## config.mk

```make
export PLATFORM = sky130hd
export DESIGN_NAME = simt_core_ctrl
export DESIGN_NICKNAME = d
export VERILOG_FILES = /design/src/rtl/simt_core_ctrl_pkg.sv /design/src/rtl/simt_div_stack.sv /design/src/rtl/simt_core_ctrl.sv
export SDC_FILE = /design/constraint.sdc
export NUM_CORES = 1
export LEC_CHECK = 0
export ABC_CLOCK_PERIOD_IN_PS = 2900
export BUFFER_PORTS_ARGS = -buffer_cell sky130_fd_sc_hd__buf_2
export CORE_MARGIN = 2
export CORE_UTILIZATION = 45
export CTS_CLUSTER_DIAMETER = 100
export CTS_CLUSTER_SIZE = 14
export DETAILED_ROUTE_END_ITERATION = 6
export SLEW_MARGIN = 20
export SYNTH_ARGS = -nofsm -noshare
export SYNTH_HDL_FRONTEND = slang
export SYNTH_SLANG_ARGS = --single-unit
export TNS_END_PERCENT = 50
```

## constraint.sdc

```tcl
create_clock -name clk -period 2.9 [get_ports clk]
set_clock_uncertainty 0.2 [all_clocks]
set_input_delay 0.435 -clock clk [delete_from_list [all_inputs] [get_ports clk]]
set_output_delay 0.435 -clock clk [all_outputs]
set_load 0.05 [all_outputs]
```

## src/rtl/simt_core_ctrl_pkg.sv

```systemverilog
// Shared types for the SIMT core sequencing controller: state encoding,
// divergence-stack entry layout and the per-lane branch predicate.
`define SIMT_STACK_ENTRY_T(LANES, PCW) \
   struct packed { \
      logic [(LANES)-1:0] saved_mask; \
      logic [(PCW)-1:0]   pend_pc; \
      logic [(LANES)-1:0] pend_mask; \
      logic               phase; \
   }

package simt_core_ctrl_pkg;

   typedef enum logic [2:0] {
      IDLE      = 3'd0,
      FETCH     = 3'd1,
      DECODE    = 3'd2,
      EXECUTE   = 3'd3,
      WRITEBACK = 3'd4,
      HALT      = 3'd5
   } core_state_t;

   localparam int NZP_W = 3;

   function automatic logic lane_taken(
      input logic [NZP_W-1:0] lane_nzp,
      input logic [NZP_W-1:0] cond
   );
      return |(lane_nzp & cond);
   endfunction

endpackage

```

## src/rtl/simt_div_stack.sv

```systemverilog
// Divergence/reconvergence mask stack: push a new entry, pop the top,
// or flip the top entry into its second (not-taken) phase.
module simt_div_stack #(
   parameter int LANES = 4,
   parameter int PCW   = 8,
   parameter int DEPTH = 4
) (
   input  logic             clk,
   input  logic             reset,
   input  logic             clear,
   input  logic             push,
   input  logic             pop,
   input  logic             set_phase,
   input  logic [LANES-1:0] push_saved,
   input  logic [PCW-1:0]   push_pc,
   input  logic [LANES-1:0] push_pend,
   output logic [LANES-1:0] top_saved,
   output logic [PCW-1:0]   top_pc,
   output logic [LANES-1:0] top_pend,
   output logic             top_phase,
   output logic             full,
   output logic             empty
);
   import simt_core_ctrl_pkg::*;

   localparam int CW = $clog2(DEPTH + 1);

   typedef `SIMT_STACK_ENTRY_T(LANES, PCW) stack_entry_t;

   stack_entry_t  ent_q [DEPTH];
   stack_entry_t  ent_d [DEPTH];
   stack_entry_t  top_e;
   logic [CW-1:0] cnt_q, cnt_d;

   assign full      = (cnt_q == CW'(DEPTH));
   assign empty     = (cnt_q == '0);
   assign top_saved = top_e.saved_mask;
   assign top_pc    = top_e.pend_pc;
   assign top_pend  = top_e.pend_mask;
   assign top_phase = top_e.phase;

   always_comb begin
      ent_d = ent_q;
      cnt_d = cnt_q;
      top_e = '0;
      for (int i = 0; i < DEPTH; i++) begin
         if (cnt_q == CW'(i + 1)) top_e = ent_q[i];
      end
      if (clear) begin
         cnt_d = '0;
      end else if (push && !full) begin
         for (int i = 0; i < DEPTH; i++) begin
            if (cnt_q == CW'(i)) begin
               ent_d[i].saved_mask = push_saved;
               ent_d[i].pend_pc    = push_pc;
               ent_d[i].pend_mask  = push_pend;
               ent_d[i].phase      = 1'b0;
            end
         end
         cnt_d = cnt_q + 1'b1;
      end else if (pop && !empty) begin
         cnt_d = cnt_q - 1'b1;
      end else if (set_phase && !empty) begin
         for (int i = 0; i < DEPTH; i++) begin
            if (cnt_q == CW'(i + 1)) ent_d[i].phase = 1'b1;
         end
      end
   end

   always_ff @(posedge clk) begin
      if (!reset) begin
         cnt_q <= '0;
         for (int i = 0; i < DEPTH; i++) ent_q[i] <= '0;
      end else begin
         cnt_q <= cnt_d;
         ent_q <= ent_d;
      end
   end

endmodule

```

## src/rtl/simt_core_ctrl.sv

```systemverilog
// SIMT core sequencer: fetch/decode/execute/writeback FSM, PC, active mask,
// branch divergence via a mask stack, LSU wait timeout and sticky errors.
module simt_core_ctrl
   import simt_core_ctrl_pkg::*;
#(
   parameter int THREADS_PER_BLOCK     = 4,
   parameter int PROGRAM_MEM_ADDR_BITS = 8,
   parameter int STACK_DEPTH           = 4,
   parameter int MEM_TIMEOUT           = 255
) (
   input  logic                                 clk,
   input  logic                                 reset,
   input  logic                                 start,
   input  logic [$clog2(THREADS_PER_BLOCK):0]   thread_count,
   input  logic                                 fetch_done,
   input  logic                                 is_branch,
   input  logic                                 is_sync,
   input  logic                                 is_ldr,
   input  logic                                 is_str,
   input  logic                                 is_halt,
   input  logic [2:0]                           condition,
   input  logic [PROGRAM_MEM_ADDR_BITS-1:0]     branch_target,
   input  logic [THREADS_PER_BLOCK*3-1:0]       nzp,
   input  logic [THREADS_PER_BLOCK-1:0]         lsu_done,
   output core_state_t                          core_state,
   output logic                                 fetch_enable,
   output logic [PROGRAM_MEM_ADDR_BITS-1:0]     pc,
   output logic [THREADS_PER_BLOCK-1:0]         active_mask,
   output logic [THREADS_PER_BLOCK-1:0]         wb_enable,
   output logic                                 done,
   output logic                                 err_overflow,
   output logic                                 err_timeout
);

   localparam int T   = THREADS_PER_BLOCK;
   localparam int PCW = PROGRAM_MEM_ADDR_BITS;
   localparam int TOW = (MEM_TIMEOUT > 0) ? $clog2(MEM_TIMEOUT + 1) : 1;

   core_state_t    state_q, state_d;
   logic [PCW-1:0] pc_q, pc_d;
   logic [T-1:0]   mask_q, mask_d;
   logic           done_q, done_d;
   logic           ov_q, ov_d;
   logic           to_q, to_d;
   logic [TOW-1:0] tmo_q, tmo_d;

   logic [T-1:0]   init_mask;
   logic [T-1:0]   taken;
   logic [PCW-1:0] pc_inc;
   logic           mem_op, mem_ok, br_op, sync_op;
   logic           st_clear, st_push, st_pop, st_phase;
   logic [T-1:0]   top_saved, top_pend;
   logic [PCW-1:0] top_pc;
   logic           top_phase, st_full, st_empty;

   // halt overrides any other decoded flag
   assign mem_op  = (is_ldr | is_str) & ~is_halt;
   assign br_op   = is_branch & ~is_halt;
   assign sync_op = is_sync & ~is_halt & ~is_branch;
   assign mem_ok  = ((lsu_done & mask_q) == mask_q);
   assign pc_inc  = pc_q + 1'b1;

   always_comb begin
      init_mask = '0;
      taken     = '0;
      for (int i = 0; i < T; i++) begin
         init_mask[i] = (int'(thread_count) > i);
         taken[i]     = mask_q[i] &
                        lane_taken(nzp[i*NZP_W +: NZP_W], condition);
      end
   end

   always_comb begin
      state_d  = state_q;
      pc_d     = pc_q;
      mask_d   = mask_q;
      done_d   = done_q;
      ov_d     = ov_q;
      to_d     = to_q;
      tmo_d    = tmo_q;
      st_clear = 1'b0;
      st_push  = 1'b0;
      st_pop   = 1'b0;
      st_phase = 1'b0;
      unique case (state_q)
         IDLE: begin
            if (start) begin
               pc_d     = '0;
               mask_d   = init_mask;
               done_d   = 1'b0;
               ov_d     = 1'b0;
               to_d     = 1'b0;
               st_clear = 1'b1;
               state_d  = FETCH;
            end
         end
         FETCH: begin
            if (fetch_done) state_d = DECODE;
         end
         DECODE: begin
            tmo_d   = '0;
            state_d = EXECUTE;
         end
         EXECUTE: begin
            if (!mem_op || mem_ok) begin
               state_d = WRITEBACK;
            end else begin
               tmo_d = tmo_q + 1'b1;
               if (MEM_TIMEOUT != 0 && tmo_d == TOW'(MEM_TIMEOUT)) begin
                  to_d    = 1'b1;
                  state_d = WRITEBACK;
               end
            end
         end
         WRITEBACK: begin
            pc_d    = pc_inc;
            state_d = is_halt ? HALT : FETCH;
            if (br_op) begin
               if (taken == mask_q) begin
                  pc_d = branch_target;
               end else if (taken != '0) begin
                  pc_d = branch_target;
                  if (st_full) begin
                     ov_d = 1'b1;
                  end else begin
                     st_push = 1'b1;
                     mask_d  = taken;
                  end
               end
            end else if (sync_op && !st_empty) begin
               if (!top_phase) begin
                  st_phase = 1'b1;
                  mask_d   = top_pend;
                  pc_d     = top_pc;
               end else begin
                  st_pop = 1'b1;
                  mask_d = top_saved;
               end
            end
         end
         HALT: begin
            done_d  = 1'b1;
            state_d = IDLE;
         end
         default: state_d = IDLE;
      endcase
   end

   always_ff @(posedge clk) begin
      if (!reset) begin
         state_q <= IDLE;
         pc_q    <= '0;
         mask_q  <= '0;
         done_q  <= 1'b0;
         ov_q    <= 1'b0;
         to_q    <= 1'b0;
         tmo_q   <= '0;
      end else begin
         state_q <= state_d;
         pc_q    <= pc_d;
         mask_q  <= mask_d;
         done_q  <= done_d;
         ov_q    <= ov_d;
         to_q    <= to_d;
         tmo_q   <= tmo_d;
      end
   end

   simt_div_stack #(
      .LANES (T),
      .PCW   (PCW),
      .DEPTH (STACK_DEPTH)
   ) u_stack (
      .clk        (clk),
      .reset      (reset),
      .clear      (st_clear),
      .push       (st_push),
      .pop        (st_pop),
      .set_phase  (st_phase),
      .push_saved (mask_q),
      .push_pc    (pc_inc),
      .push_pend  (mask_q & ~taken),
      .top_saved  (top_saved),
      .top_pc     (top_pc),
      .top_pend   (top_pend),
      .top_phase  (top_phase),
      .full       (st_full),
      .empty      (st_empty)
   );

   assign core_state   = state_q;
   assign fetch_enable = (state_q == FETCH);
   assign pc           = pc_q;
   assign active_mask  = mask_q;
   assign wb_enable    = (state_q == WRITEBACK) ? mask_q : '0;
   assign done         = done_q;
   assign err_overflow = ov_q;
   assign err_timeout  = to_q;

endmodule

```

After elaboration in Yosys (flattened, before gate mapping)
Cells that the tools add are included.

storage, ports and cells
  input port bits = 39
  output and inout bits = 23
  flip-flop bits (word level) = 97
  logic and storage cells = 197

cells by class
  eq/ne operators = 30
  bitwise gates (word level) = 20
  mux-type cells = 74
  reduce and logical (&&, ||, !) cells = 41
  add/subtract/negate cells = 4
  magnitude comparators = 4

operators by type and width
  operator                                                         number
  17-bit two-way mux                                               4
  8-bit two-way mux                                                7
  1-bit two-way mux                                                41
  4-bit two-way mux                                                8
  8-bit one-hot mux with 2 select lines                            2
  3-bit two-way mux                                                7
  2-bit != test, second input constant                             10
  5-bit AND reduction                                              4
  2-bit nonzero test                                               10
  8-bit by 1-bit adder with 8-bit output, second input constant    2
  3-bit != test, second input constant                             5
  3-bit one-hot mux with 5 select lines                            1
  3-bit AND reduction                                              5
  3-bit bitwise AND                                                4
  3-bit by 2-bit == test with 1-bit output, second input constant  4
  6-bit AND reduction                                              2
  3-bit OR reduction                                               4
  3-bit == test, second input constant                             3
  1-bit bitwise AND                                                8
  4-bit bitwise AND                                                2
  4-bit == test                                                    2
  8-bit == test, second input constant                             1
  4-bit one-hot mux with 2 select lines                            1
  3-bit by 1-bit == test with 1-bit output, second input constant  2
  17 further kinds                                                 34

Logic depth before layout (Yosys ltp)
Gate-level depths: netlist of the first run.

  depth in word-level cells = 13
  depth in mapped cells = 10
  depth with buffers taken out = 8

Hierarchy
A second synthesis of the first run with hierarchy kept.

unflattened totals
  cell total of the unflattened synthesis = 704
  area total of the unflattened synthesis = 5720.5 um^2

modules (own cells, without submodules)
  module          area an instance (um^2)  instances  cells each  seq. area each (um^2)
  simt_div_stack  3698.5                   1          434         1421.4
  simt_core_ctrl  2021.9                   1          270         520.5

Least setup slack after synthesis of the first run
Ideal clock, no wire load.

  path type = reg-to-reg
  start = reg state_q[2] (netlist: core_state[2])
  end = reg u_stack.cnt_q[2]
  period minus slack after synthesis = 2924 ps
  path slack = -24 ps
  data arrival time = 2647 ps
  buffers on the path = 2
  data required time = 2623 ps
  setup time = 77 ps
  stages on the path, launching flop included = 8
  path through = dfxtp_1 buf_4 or3b_1 buf_6 nor4_4 or3b_4 or3_1 a41oi_2

on the way
  cells in the longest elaborated chain, start to end = 4
  elaborated cells on any way between the ends = 10
  those cells by class = 1 x eq/ne; 4 x mux; 5 x reduce/logical

ends and longest elaborated chain
  what                                                     RTL line                                    RTL
  start, declared                                          simt_core_ctrl.sv:39                        core_state_t state_q, state_d;
  start signal, assigned                                   simt_core_ctrl.sv:159                       state_q <= state_d;
  3-bit == test                                            simt_core_ctrl.sv:85                        unique case (state_q)
  1-bit two-way mux                                        simt_core_ctrl.sv:85
  1-bit logical AND (on tied branches)                     simt_div_stack.sv:51, simt_div_stack.sv:61
  3-bit two-way mux or 2-bit nonzero test (tied branches)  -
  end signal, assigned                                     simt_div_stack.sv:75                        cnt_q <= cnt_d;
  end, declared                                            simt_div_stack.sv:33                        logic [CW-1:0] cnt_q, cnt_d;

Parallel ways exist; a longest one is shown, timed or not.
A chain may end at the register's enable or synchronous reset.

Worst setup path in the final report of the first run
  start = reg u_stack.cnt_q[0]
  end = reg pc_q[6] (netlist: pc[6])

on the way
  cells in the longest elaborated chain, start to end = 9
  elaborated cells on any way between the ends = 15
  those cells by class = 4 x eq/ne; 8 x mux; 3 x reduce/logical

ends and longest elaborated chain
  what                                       RTL line               RTL
  3-bit by 1-bit == test with 1-bit output   simt_div_stack.sv:47   if (cnt_q == CW'(i + 1)) top_e = ent_q[i];
  17-bit two-way mux (4 in a row)            simt_div_stack.sv:47
  8-bit two-way mux                          simt_core_ctrl.sv:131  if (!top_phase) begin
  8-bit two-way mux (*)                      simt_core_ctrl.sv:130  end else if (sync_op && !st_empty) begin
  8-bit two-way mux (*)                      simt_core_ctrl.sv:118  if (br_op) begin
  8-bit one-hot mux with 2 select lines (*)  simt_core_ctrl.sv:85
  end signal, assigned                       simt_core_ctrl.sv:160  pc_q <= pc_d;
  end, declared                              simt_core_ctrl.sv:40   logic [PCW-1:0] pc_q, pc_d;

Every way passes the cells marked *; elsewhere a longest branch is shown, timed or not.

==> impl_metrics.ini, run 1 <==
[synthesis]
yosys_warnings = 0
synthAdderAreaFrac = 0.0219
synth_edf_count = 0
synth_compound_area_frac = 0.186
synthSimpleGateAreaFrac = 0.242
yosys.area.top_type = dfxtp_1
ys_ff_latch = 97
synth_async_sr_flop_share = 0
synth_top_family_by_area = simple AND/OR/NAND/NOR gates
netlist_instances = 606
synth.cell_area_um2 = 5140
yosysSeqAreaShare = 0.378
synthXorXnorAreaFrac = 0.0187
synthFlopType = dfxtp_1
synth_top_area_frac = 0.378
synthDistinctLibCells = 60
synthTopCellsByArea = dfxtp_1 (38%), mux2i_1 (11%), nand2_1 (6.1%)
syn_nets = 654
synthMuxAreaShare = 0.111
synth_area_per_cell_um2 = 8.48

[clock_tree]
cts.sinks = 97
root_buffer = clkbuf_16
numCtsBuffers = 9
clock_path_buffers = 2
clk_pin_slew_worst_paths_ns = 0.07
cts_setup_buffers = 0
htree_levels = 3
tritoncts = built
clk-insertion-delay-late_ns = 0.34

[timing]
max_freq_ghz = 0.370
rsz0062_at_grt = no
finalHoldViolCount = 0
period_needed_ns = 2.70
max-slew-margin-rel = 0.384
setup_violations = 0
worstMarginPinSlew_ns = 0.914
slew_violations = 0
finalWorstSetupSlack_ns = 0.198
post-route-period-util = 0.932

[setup_path]
crit_fanout = 17
cp_cell_sequence = inv_1 -> ha_1 -> nor2b_1 -> a221oi_2 -> o21ai_1 -> buf_12 -> nor4_1 -> a211oi_1 -> a31oi_1
cp-start-kind = flop
r2r_cells = 9
worst_path_max_delay_cell = nor4_1
worstSetupEndpointType = flop
crit_arrival_ns = 2.78
cpPeakStageDelay_ns = 0.48
critPathRequiredTime_ns = 2.98
crit_type = reg2reg

[global_route]
grt_pass1_wl_um = 23400
grt.overflow.total = 0
antenna_found_initial = 0
grt_pass1_vias = 4452
grt_max_degree = 55
grt_usage = 0.233

[drt]
routed_wirelength_um = 14300
ant_nets = 0
via_per_inst = 5.84
wl_met2_um = 6670
routedWlPerCell_um = 17.6
drtIter0Drc = 421
wl_met1_um = 6760
wl_met3_um = 740
num_vias = 4751
remaining_drc_errors = 0
highest_layer = met4
drt-pass1-iter-count = 5

[power_and_ir_drop]
switching_share = 0.267
static-leakage-power_nw = 2.57
combPwrFrac = 0.117
switchingPower_uw = 809
power_mw = 3.03
power.density_nw_per_um2 = 504
pwr-share-clk = 0.428
intPower_mw = 2.22
ir_drop_mv = 0.241
p_seq_frac = 0.455

[final_layout]
multi_input_area_um2 = 2990
layout_common_cells = dfxtp_1 (96), nand2_1 (83), buf_2 (61), mux2i_1 (56), nor2_1 (51)
antenna_cells = 0
layout.nets = 713
regArea_um2 = 1940
nFillCells = 1063
drive_gt1_frac = 0.197
final_common_cell = dfxtp_1
area_delta_synth_final_pct = 17.0

[floorplan]
start_util = 0.456
dieHeight_um = 111
die_x_um = 111
ios = 62
core_area_um2 = 11300
die-area_um2 = 12300
row_count = 39

[placed_design]
place_ws_ns = -0.0168
dp_hpwl_um = 10000
gp_congestion = 0.914
port_buffers = 61

[outcome]
outcome = completed

[min_path]
hold_class = in2reg
hold_depth = 3

[flow_run]
drv_cap = 0
==> per-layer routing <==
layer | track usage | vias up
li1 | - | 2324
met1 | 0.323 | 2271
met2 | 0.373 | 145
met3 | 0.0388 | 11
met4 | 0.0725 | 0
met5 | 0 | -
==> kinds of logic after synthesis <==
kind of cell             Yosys count
adder cells (fa/ha/maj)            9
flip-flops                        97
XOR/XNOR                          11
buffers and inverters             50
AND/OR/NAND/NOR                  248
AO/OA/AOI/OAI                    134
multiplexers                      57
==> sequential cells by signal, summed over array words and instances, names as in the netlist <==
signal	count
u_stack.ent_q	68
err_overflow	1
active_mask	4
u_stack.cnt_q	3
tmo_q	8
pc	8
done	1
core_state	3
err_timeout	1
==> Yosys cell counts (6+ instances only) <==
library cell and count:
a221oi_1 18, or3_1 9, nor3b_1 6, nor2_1 51, nand2_1 83, clkbuf_1 25
buf_2 6, dfxtp_1 97, nand3b_1 19, mux2i_1 56, ha_1 9, nor2b_1 8
nand3_1 24, o21ai_0 32, a31oi_1 6, xnor2_1 6, nor3_1 13, a21oi_1 20
a31o_2 16, inv_1 12
==> worst max-delay path: cells and delay by family (launching register included) <==
family          cells  cell delay (ns)
compound gates      4             0.76
fa+ha+maj           1             0.29
buf+inv             2             0.30
flops               1             0.42
simple gates        2             0.66
==> final timing paths <==
path,from,end,slack (ns)
max,u_stack.cnt_q[0],pc[6],0.20
min,branch_target[6],pc[6],0.16
max reg2reg,u_stack.cnt_q[0],pc[6],0.20
min reg2reg,u_stack.ent_q[24],u_stack.ent_q[24],0.26
==> stage by stage <==
step                      hold WS (ns)  cell area (um^2)   util  std cells  setup TNS [ns]
after floorplan                  0.233              5140      -        606               0
after global placement           0.240              5690  0.505        797               0
after detailed placement         0.251              5690  0.505        797          -0.119
after CTS                        0.150              6010  0.533        813               0
after global routing             0.161              6010  0.534        813               0
final                            0.157              6010  0.534        813               0
==> what timing repair did <==
item,CTS,global route
setup endpoints to repair,0,6
gates resized for setup,0,1
hold buffers,0,0
==> power groups by stage <==
| stage | Clock [mW] | Sequential (mW) | Combinational (mW) |
|---|---|---|---|
| 5_1_grt | 1.37 | 1.38 | 0.386 |
| 3_5_place_dp | 0 | 1.41 | 0.354 |
| 4_1_cts | 1.32 | 1.38 | 0.355 |
| 2_1_floorplan | 0 | 1.44 | 0.201 |
| 6_report | 1.30 | 1.38 | 0.355 |
| 3_3_place_gp | 0 | 1.41 | 0.351 |
==> cell type report <==
cell class | instances | share of cell area
timing repair buffer | 86 | 0.0903
clock buffer | 10 | 0.0381
clock inverter | 6 | 0.0150
tap | 143 | 0.0297
inverter | 12 | 0.00749
sequential | 97 | 0.323
multi-input combinational | 459 | 0.496
Note: power is estimated with default switching activity, not from simulation.
==> inputs of run 2 (changes only) <==
--- a/config.mk
+++ b/config.mk
@@ -5,13 +5,14 @@
 export SDC_FILE = /design/constraint.sdc
 export NUM_CORES = 1
 export LEC_CHECK = 0
-export ABC_CLOCK_PERIOD_IN_PS = 2900
+export ABC_CLOCK_PERIOD_IN_PS = 2600
 export BUFFER_PORTS_ARGS = -buffer_cell sky130_fd_sc_hd__buf_2
 export CORE_MARGIN = 2
 export CORE_UTILIZATION = 45
 export CTS_CLUSTER_DIAMETER = 100
 export CTS_CLUSTER_SIZE = 14
 export DETAILED_ROUTE_END_ITERATION = 6
+export REMOVE_ABC_BUFFERS = 1
 export SLEW_MARGIN = 20
 export SYNTH_ARGS = -nofsm -noshare
 export SYNTH_HDL_FRONTEND = slang
==> constraint.sdc (replaced) <==
create_clock -name clk -period 2.6 [get_ports clk]
set_clock_uncertainty 0.2 [all_clocks]
set_input_delay 0.39 -clock clk [delete_from_list [all_inputs] [get_ports clk]]
set_output_delay 0.39 -clock clk [all_outputs]
set_load 0.05 [all_outputs]
==> run 2 against run 1 <==
Effect of this change:
- sequential share of layout area shrank 0.72 points
- combinational power is 29% higher
- via count up 0.53%
- critical path depth unchanged
- register-to-register slack lost 0.17 ns
- first-iteration DRC count shrank 1.4%
- setup slack worse by 0.17 ns
- sequential power rose by 10%
- clock power about the same
- wire length up 0.47%
- power grew 8.0%
- critical endpoint is now pc[4]
- largest power group unchanged
==> impl_metrics.ini, run 2 (synthesis results as in run 1) <==
[drt]
remaining_drc_errors = 0
drt-pass1-iter-count = 5
ant_nets = 0
routedWlPerCell_um = 17.3
num_vias = 4776
via_per_inst = 5.75
drtIter0Drc = 415
routed_wirelength_um = 14400

[final_layout]
regMostFlops = u_stack.ent_q
final_common_cell = dfxtp_1
layout_common_cells = dfxtp_1 (97), nand2_1 (83), buf_2 (61), mux2i_1 (55), nor2_1 (50)
drive_gt1_frac = 0.221
antenna_cells = 0
layout.nets = 731
nFillCells = 1064
largest_register_ffs = 68
area_delta_synth_final_pct = 19.6

[setup_path]
critPathRequiredTime_ns = 2.70
cp-start-kind = flop
crit_arrival_ns = 2.67
crit_type = reg2reg
crit_fanout = 17
worstSetupEndpointType = flop

[timing]
max_freq_ghz = 0.389
max-slew-margin-rel = 0.513
worstMarginPinSlew_ns = 0.725
setup_violations = 0
post-route-period-util = 0.988
fin_tns_setup_ns = 0
rsz0062_at_grt = yes
finalWorstSetupSlack_ns = 0.0300
slew_violations = 0
period_needed_ns = 2.57
finalHoldViolCount = 0

[power_and_ir_drop]
p_seq_frac = 0.464
switching_share = 0.288
static-leakage-power_nw = 2.65
intPower_mw = 2.33
ir_drop_mv = 0.400
combPwrFrac = 0.140
pwr-share-clk = 0.396
switchingPower_uw = 944
power.density_nw_per_um2 = 532

[floorplan]
core_area_um2 = 11300
row_count = 39
ios = 62
die_x_um = 111
start_util = 0.456
die-area_um2 = 12300
dieHeight_um = 111

[global_route]
grt_pass1_vias = 4550
grt_max_degree = 41
grt_pass1_wl_um = 23000
grt_usage = 0.232
grt.overflow.total = 0
antenna_found_initial = 0

[clock_tree]
root_buffer = clkbuf_16
numCtsBuffers = 9
clk-insertion-delay-late_ns = 0.35
htree_levels = 3
postCtsHoldBufs = 0
cts.sinks = 97
clock_path_buffers = 2
clk_pin_slew_worst_paths_ns = 0.07
tritoncts = built

[flow_run]
drv_cap = 0

[placed_design]
place_ws_ns = -0.0512
dp_hpwl_um = 10400
gp_congestion = 0.825
port_buffers = 61

[min_path]
hold_class = in2reg

[outcome]
outcome = completed
## run 2: final timing paths
path,start,endpoint,slack (ns),cells past startpoint
worst max register to register,u_stack.cnt_q[0],pc[4],0.03,9
worst min-delay path,branch_target[6],pc[6],0.13,3
worst min register to register,u_stack.ent_q[24],u_stack.ent_q[24],0.25,2
worst max-delay path,u_stack.cnt_q[0],pc[4],0.03,9
## run 2: worst max-delay path: stages, from the launching register on
cell and delay [ns]:
dfxtp_1 0.33, ha_1 0.20, ha_1 0.22, a21o_1 0.19, a221oi_2 0.32, o21ai_1 0.18, buf_12 0.18, or4_1 0.50
nand3_1 0.09, o21a_1 0.10
## run 2: area by class of cell
| cell class | instances | area [um^2] | area share |
|---|---|---|---|
| sequential | 97 | 1940 | 0.316 |
| inverter | 12 | 45.0 | 0.00733 |
| timing repair buffer | 104 | 703 | 0.114 |
| clock buffer | 9 | 225 | 0.0366 |
| multi-input combinational | 459 | 2990 | 0.487 |
| clock inverter | 7 | 62.6 | 0.0102 |
| tap | 143 | 179 | 0.0291 |
## run 2: what timing repair did
item                       in CTS  in global routing
setup endpoints to repair       4                 17
pin swaps                       0                  0
gates resized for setup         0                  3
setup buffers                   0                  0
## run 2: per-layer routing
layer	up-vias	wire length (um)	part of all wire	GRT usage
met3	20	517	0.036	0.0383
met1	2294	6640	0.46	0.302
met4	0	261	0.018	0.0692
li1	2363	-	-	-
met5	-	0	0	0
met2	99	6960	0.48	0.396
## run 2: power groups by stage
stage / Clock, mW / Sequential [mW] / Combinational [mW]
floorplan: 0 / 1.61 / 0.186
global placement: 0 / 1.55 / 0.450
detailed placement: 0 / 1.55 / 0.455
CTS: 1.32 / 1.52 / 0.457
global route: 1.39 / 1.52 / 0.491
finish: 1.29 / 1.52 / 0.458
## run 2: through the flow
stage / std cells / total power, mW / instance area [um^2] / hold slack [ns] / utilization
floorplan: 568 / 1.80 / 4970 / 0.234 / -
CTS: 831 / 3.30 / 6140 / 0.125 / 0.544
global route: 831 / 3.40 / 6150 / 0.132 / 0.545
detailed placement: 815 / 2.01 / 5850 / 0.249 / 0.519
finish: 831 / 3.27 / 6150 / 0.135 / 0.545
global placement: 815 / 2.00 / 5850 / 0.240 / 0.519
